--- src/rtl/mem_ctrl.sv ---
// Byte-serial memory controller arbitrating instruction fetch and the LSB onto
// the single byte-wide RAM/IO port; assembles little-endian read results.
module mem_ctrl (
    input  logic        clk,
    input  logic        rst,
    input  logic        rdy,
    input  logic        rob_to_mc_clear,
    input  logic        if_to_mc_enable,
    input  logic [31:0] if_to_mc_pc,
    output logic        mc_to_if_done,
    output logic [31:0] mc_to_if_result,
    input  logic        lsb_to_mc_enable,
    input  logic        lsb_to_mc_wr,
    input  logic [1:0]  lsb_to_mc_size,
    input  logic [31:0] lsb_to_mc_addr,
    input  logic [31:0] lsb_to_mc_data,
    output logic        mc_to_lsb_done,
    output logic [31:0] mc_to_lsb_result,
    input  logic [7:0]  mem_din,
    output logic [7:0]  mem_dout,
    output logic [31:0] mem_a,
    output logic        mem_wr,
    input  logic        io_buffer_full
);

    typedef enum logic [2:0] {
        IDLE,
        IF_READ,
        LSB_READ,
        LSB_WRITE,
        DONE
    } state_t;

    state_t      state, state_n;
    logic [2:0]  cnt, cnt_n;
    logic [2:0]  len, len_n;
    logic [31:0] addr, addr_n;
    logic [31:0] wdata, wdata_n;
    logic [31:0] rbuf, rbuf_n;
    logic        last_lsb, last_lsb_n;
    logic [31:0] mem_a_n;
    logic [7:0]  mem_dout_n;
    logic        mem_wr_n;
    logic        if_done_n, lsb_done_n;
    logic [31:0] if_result_n, lsb_result_n;

    logic [31:0] byte_addr;
    logic [31:0] assembled;
    logic [31:0] wshift;
    logic [2:0]  lsb_len;
    logic        lsb_req, grant_lsb, grant_if;

    // IO writes must wait while the output buffer is full.
    function automatic logic io_blocked(input logic [31:0] a, input logic full);
        return (a[17:16] == 2'b11) && full;
    endfunction

    always_ff @(posedge clk) begin
        if (rst) begin
            state            <= IDLE;
            cnt              <= '0;
            len              <= '0;
            addr             <= '0;
            wdata            <= '0;
            rbuf             <= '0;
            last_lsb         <= 1'b0;
            mem_a            <= '0;
            mem_dout         <= '0;
            mem_wr           <= 1'b0;
            mc_to_if_done    <= 1'b0;
            mc_to_lsb_done   <= 1'b0;
            mc_to_if_result  <= '0;
            mc_to_lsb_result <= '0;
        end else if (rdy) begin
            state            <= state_n;
            cnt              <= cnt_n;
            len              <= len_n;
            addr             <= addr_n;
            wdata            <= wdata_n;
            rbuf             <= rbuf_n;
            last_lsb         <= last_lsb_n;
            mem_a            <= mem_a_n;
            mem_dout         <= mem_dout_n;
            mem_wr           <= mem_wr_n;
            mc_to_if_done    <= if_done_n;
            mc_to_lsb_done   <= lsb_done_n;
            mc_to_if_result  <= if_result_n;
            mc_to_lsb_result <= lsb_result_n;
        end
    end

    always_comb begin
        state_n      = state;
        cnt_n        = cnt;
        len_n        = len;
        addr_n       = addr;
        wdata_n      = wdata;
        rbuf_n       = rbuf;
        last_lsb_n   = last_lsb;
        mem_a_n      = mem_a;
        mem_dout_n   = mem_dout;
        mem_wr_n     = mem_wr;
        if_done_n    = mc_to_if_done;
        lsb_done_n   = mc_to_lsb_done;
        if_result_n  = mc_to_if_result;
        lsb_result_n = mc_to_lsb_result;

        byte_addr = addr + {29'd0, cnt};
        assembled = rbuf | ({24'd0, mem_din} << {cnt, 3'b000});
        wshift    = wdata >> {cnt, 3'b000};

        case (lsb_to_mc_size)
            2'd0:    lsb_len = 3'd1;
            2'd1:    lsb_len = 3'd2;
            default: lsb_len = 3'd4;
        endcase

        // A flush suppresses a pending load grant; stores are already committed.
        lsb_req   = lsb_to_mc_enable && !(rob_to_mc_clear && !lsb_to_mc_wr);
        grant_lsb = lsb_req && (!if_to_mc_enable || !last_lsb);
        grant_if  = if_to_mc_enable && !grant_lsb;

        case (state)
            IDLE: begin
                if (grant_if) begin
                    state_n    = IF_READ;
                    addr_n     = if_to_mc_pc;
                    len_n      = 3'd4;
                    cnt_n      = '0;
                    rbuf_n     = '0;
                    mem_a_n    = if_to_mc_pc;
                    mem_wr_n   = 1'b0;
                    last_lsb_n = 1'b0;
                end else if (grant_lsb) begin
                    addr_n     = lsb_to_mc_addr;
                    wdata_n    = lsb_to_mc_data;
                    len_n      = lsb_len;
                    cnt_n      = '0;
                    rbuf_n     = '0;
                    last_lsb_n = 1'b1;
                    if (lsb_to_mc_wr) begin
                        state_n = LSB_WRITE;
                        if (io_blocked(lsb_to_mc_addr, io_buffer_full)) begin
                            mem_wr_n   = 1'b0;
                            mem_a_n    = '0;
                            mem_dout_n = '0;
                        end else begin
                            mem_wr_n   = 1'b1;
                            mem_a_n    = lsb_to_mc_addr;
                            mem_dout_n = lsb_to_mc_data[7:0];
                            cnt_n      = 3'd1;
                        end
                    end else begin
                        state_n  = LSB_READ;
                        mem_a_n  = lsb_to_mc_addr;
                        mem_wr_n = 1'b0;
                    end
                end
            end

            IF_READ, LSB_READ: begin
                if (state == LSB_READ && rob_to_mc_clear) begin
                    state_n = IDLE;
                    mem_a_n = '0;
                end else begin
                    rbuf_n = assembled;
                    if (cnt == len - 3'd1) begin
                        state_n = DONE;
                        mem_a_n = '0;
                        if (state == IF_READ) begin
                            if_done_n   = 1'b1;
                            if_result_n = assembled;
                        end else begin
                            lsb_done_n   = 1'b1;
                            lsb_result_n = assembled;
                        end
                    end else begin
                        cnt_n   = cnt + 3'd1;
                        mem_a_n = byte_addr + 32'd1;
                    end
                end
            end

            // In LSB_WRITE, cnt counts bytes already placed on the bus.
            LSB_WRITE: begin
                if (cnt == len) begin
                    state_n    = DONE;
                    mem_wr_n   = 1'b0;
                    mem_dout_n = '0;
                    mem_a_n    = '0;
                    lsb_done_n = 1'b1;
                end else if (io_blocked(byte_addr, io_buffer_full)) begin
                    mem_wr_n   = 1'b0;
                    mem_dout_n = '0;
                    mem_a_n    = '0;
                end else begin
                    mem_wr_n   = 1'b1;
                    mem_a_n    = byte_addr;
                    mem_dout_n = wshift[7:0];
                    cnt_n      = cnt + 3'd1;
                end
            end

            DONE: begin
                state_n    = IDLE;
                if_done_n  = 1'b0;
                lsb_done_n = 1'b0;
            end

            default: state_n = IDLE;
        endcase
    end

endmodule

--- config.mk ---
export PLATFORM = sky130hd
export DESIGN_NAME = mem_ctrl
export DESIGN_NICKNAME = d
export VERILOG_FILES = /design/src/rtl/mem_ctrl.sv
export SDC_FILE = /design/constraint.sdc
export NUM_CORES = 1
export LEC_CHECK = 0
export ABC_AREA = 1
export BUFFER_PORTS_ARGS = -buffer_cell sky130_fd_sc_hd__buf_2
export CAP_MARGIN = 0
export CELL_PAD_IN_SITES_DETAIL_PLACEMENT = 1
export CELL_PAD_IN_SITES_GLOBAL_PLACEMENT = 1
export CORE_UTILIZATION = 35
export DETAILED_ROUTE_END_ITERATION = 6
export GPL_ROUTABILITY_DRIVEN = 0
export GPL_TIMING_DRIVEN = 0
export PLACE_DENSITY = 0.74
export SYNTH_ARGS = -nofsm -noshare
export SYNTH_HDL_FRONTEND = slang
export SYNTH_SLANG_ARGS = --single-unit
export TNS_END_PERCENT = 10
--- constraint.sdc ---
create_clock -name clk -period 2.5 [get_ports clk]
set_input_delay 0.5 -clock clk [delete_from_list [all_inputs] [get_ports clk]]
set_output_delay 0.5 -clock clk [all_outputs]
set_load 0.03 [all_outputs]
==> flow_summary_export.csv <==
group,metric,value,unit
power,peakVddDrop,0.5879,mV
worst_setup_path,crit_type,"flip-flop to flip-flop",
worst_setup_path,cp.arrival,3.18,ns
grt,antenna_found_initial,7,
detailed_routing,antenna_left,0,
layout,syn2layout_area_growth,32.58,%
status,status,"finished with violations",
sta,worst_slack,-0.2207,ns
grt,overflow,0,
synthesis,synthCells,1806,
sta,max-slew-margin-rel,37.82,%
synthesis,syn_area_per_cell,6.438,um2
placement,dpl_worst_slack,-0.8153,ns
power,power.density,743.5,nW/um2
floorplanning,die_x,184.3,um
floorplanning,start_util,35.64,%
sta,fmax,367.6,MHz
detailed_routing,drcViolationCount,0,
sta,timing.setup.tns,-5.093,ns
cts,clock_tree.buffer_depth,3,
placement,port_buffers,219,
detailed_routing,wl_per_cell,20.14,um
synthesis,syn-cell-area,11630,um2
cts,cts_tree,"done",
synthesis,yosys.area_share.simple,28.36,%
status,violations,"negative setup slack",
power,leakage,6.814,nW
floorplanning,die-area,33950,um2
detailed_routing,routed_wl,51500,um
cts,ctsHtreeMaxLevel,1,
synthesis,ys_ff_latch,213,
synthesis,synth_cell_type_count,43,
cts,hold_buffers,0,
sta,slew_violations,0,
cts,clock_latency,0.56,ns
worst_setup_path,endpoint_kind,"flip-flop",
floorplanning,ios,221,
sta,min_period_over_period,108.8,%
synthesis,synth.largest_area_cell,"dfxtp_1",
detailed_routing,vias,13698,
detailed_routing,initialDrtViolationCount,787,
worst_setup_path,crit_path_start_kind,"flip-flop",
synthesis,yosys.area.top_type_share,36.68,%
synthesis,synth_area_leaders,"dfxtp_1, nand2_1, nor2_1, o21ai_0, a21oi_1",
worst_setup_path,crit_fanout,5,
sta,fin_crit,2.721,ns
synthesis,synthMuxAreaShare,0,%
sta,skew,0.01409,ns
grt,grt_first_pass_wirelength,76840,um
floorplanning,rows,66,
cts,cts_root_buf,"clkbuf_16",
cts,clk_pin_slew,0.06,ns
floorplanning,core_area,32620,um2
flow_run,maxCapViolCount,0,
cts,numCtsBuffers,27,
detailed_routing,viasPerCell,5.357,
grt,grt_use_total,29.43,%
floorplanning,die_y,184.3,um
sta,worst_pin_slew,0.9328,ns
synthesis,synth_xor_area_share,0.6027,%
layout,drive_gt1_share,25.00,%
synthesis,synth-compound-area-share,23.20,%
worst_setup_path,required,2.96,ns
layout,fillers,4279,
cts,cts.sink_count,213,
layout,finalNetCount,2212,
synthesis,syn-num-nets,1927,
hold_path,min_path_type,"input port to flip-flop",
sta,rsz0062_at_grt,"true",
synthesis,yosys_warnings,0,
synthesis,synth_top_family_by_area,"simple AND/OR/NAND/NOR gates",
grt,grt_max_degree,15,
synthesis,synth-adder-area-share,0.8179,%
detailed_routing,drt_pre_antenna_iters,5,
sta,hold_viol,0,
sta,setup_violations,46,
synthesis,yosysSeqAreaShare,36.68,%
grt,grt_pass1_vias,13828,
placement,dp_hpwl,38240,um
[area by class of cell]
class,instances,area (um2),share of cell area [%]
Buffer,92,421.7,2.736
Inverter,223,854.6,5.544
Timing Repair Buffer,256,1411,9.157
Clock inverter,12,161.4,1.047
Multi-Input combinational cell,1278,6934,44.99
Clock buffer,38,797.0,5.171
Sequential cell,213,4273,27.72
Antenna cell,3,7.507,0.04871
Tap cell,442,553.0,3.588
[report_power, final]
part / switching, mW / internal, mW
Combinational: 2.33 / 0.949
Sequential: 0.226 / 3.75
Clock: 1.65 / 2.54
[through the flow]
stage               power, mW  hold WS, ns  instances  util (%)  instance area (um2)
floorplan               5.882       0.4292       1806         -                11660
global placement        6.876       0.4324       2467     40.80                13310
detailed placement      6.951       0.4379       2467     40.80                13310
CTS                     11.30       0.1528       2529     45.29                14770
global route            12.00       0.1803       2555     47.24                15410
finish                  11.46       0.1721       2557     47.25                15410
[synth_stat cells]
cell       instances
a21o_1             1
clkbuf_1          82
nor3_2             1
a31o_2             1
o22ai_1            1
or2_1              1
o2111ai_1          2
buf_2              7
xor2_1             4
inv_2             12
a221oi_1           5
o21ai_0          183
nand2_2           13
buf_4              3
o31ai_1            1
nand4_1           12
o211ai_1          19
nand3_4            1
dfxtp_1          213
a31oi_1           19
nor2_4             8
o21ai_1           11
a211oi_1          57
a21oi_1          176
or2_2              1
o21a_1             4
nor2_8             2
fa_1               1
o21ai_2            1
o32ai_1            2
ha_1               6
nor2_2            15
nor2_1           248
o221ai_1           1
nand3_2            2
nor3_1             5
nand2_4            2
xnor2_1            4
inv_1            207
clkinv_1           4
nand3b_1           2
nand3_1           91
nand2_1          375
[final timing paths]
check / start / endpoint / slack, ns / cells past startpoint
worst min register to register: mc_to_lsb_result[20] / mc_to_lsb_result[20] / 0.45 / 2
worst max-delay path: cnt[0] / mem_a[28] / -0.22 / 18
worst max register to register: cnt[0] / mem_a[28] / -0.22 / 18
worst min-delay path: lsb_to_mc_data[19] / wdata[19] / 0.17 / 3
[cell usage in the layout, fill, tap and decap left out, types with 30 or more instances in the layout]
master / n
a211oi_1: 57
clkbuf_1: 74
buf_2: 225
dfxtp_1: 208
nor2_4: 30
inv_1: 200
nand2_2: 45
nor2_1: 223
nand2_1: 321
o21ai_0: 176
nand3_1: 62
buf_4: 33
a21oi_1: 164
[worst max-delay path: stages, from the launching register on]
cell	delay, ns
dfxtp_4	0.36
ha_4	0.15
inv_2	0.04
fa_2	0.43
inv_2	0.10
ha_4	0.14
inv_2	0.04
nor2_4	0.10
nand3_2	0.11
nor2_4	0.16
nand2_4	0.07
nor2_4	0.18
nand3_4	0.14
nor2_4	0.21
nand3_1	0.13
nand3_2	0.10
nand3_2	0.07
nand2_1	0.06
inv_1	0.03
[routing by layer]
metal  vias to the layer above  wire [um]  part of all wire [%]  GRT usage (%)
met3                       142       2739                   5.3          4.999
met4                         8       2832                   5.5          14.83
met5                         -         57                  0.11              0
li1                       6489          -                     -              -
met1                      6582      21550                    42          35.94
met2                       477      24320                    47          49.74
[cells by family after synthesis]
group | after synthesis
AOI/OAI and AO/OA | 484
and+or+nand+nor | 779
xor gates and xnor gates | 8
buffers and inverters | 315
adders and majority gates | 7
DFF | 213
[state kept, by name, summed over array words and instances (netlist names), 3 cells and up]
register / flops
addr: 32
mc_to_if_result: 32
mc_to_lsb_result: 32
mem_a: 32
rbuf: 32
wdata: 32
mem_dout: 8
cnt: 3
len: 3
state: 3
[timing repair]
action / CTS / global route
pin swaps: 31 / 52
gates cloned: 0 / 1
buffers inserted: 12 / 24
resized for setup: 123 / 114
setup endpoints to repair: 139 / 152
(Power assumes the default switching activity.)
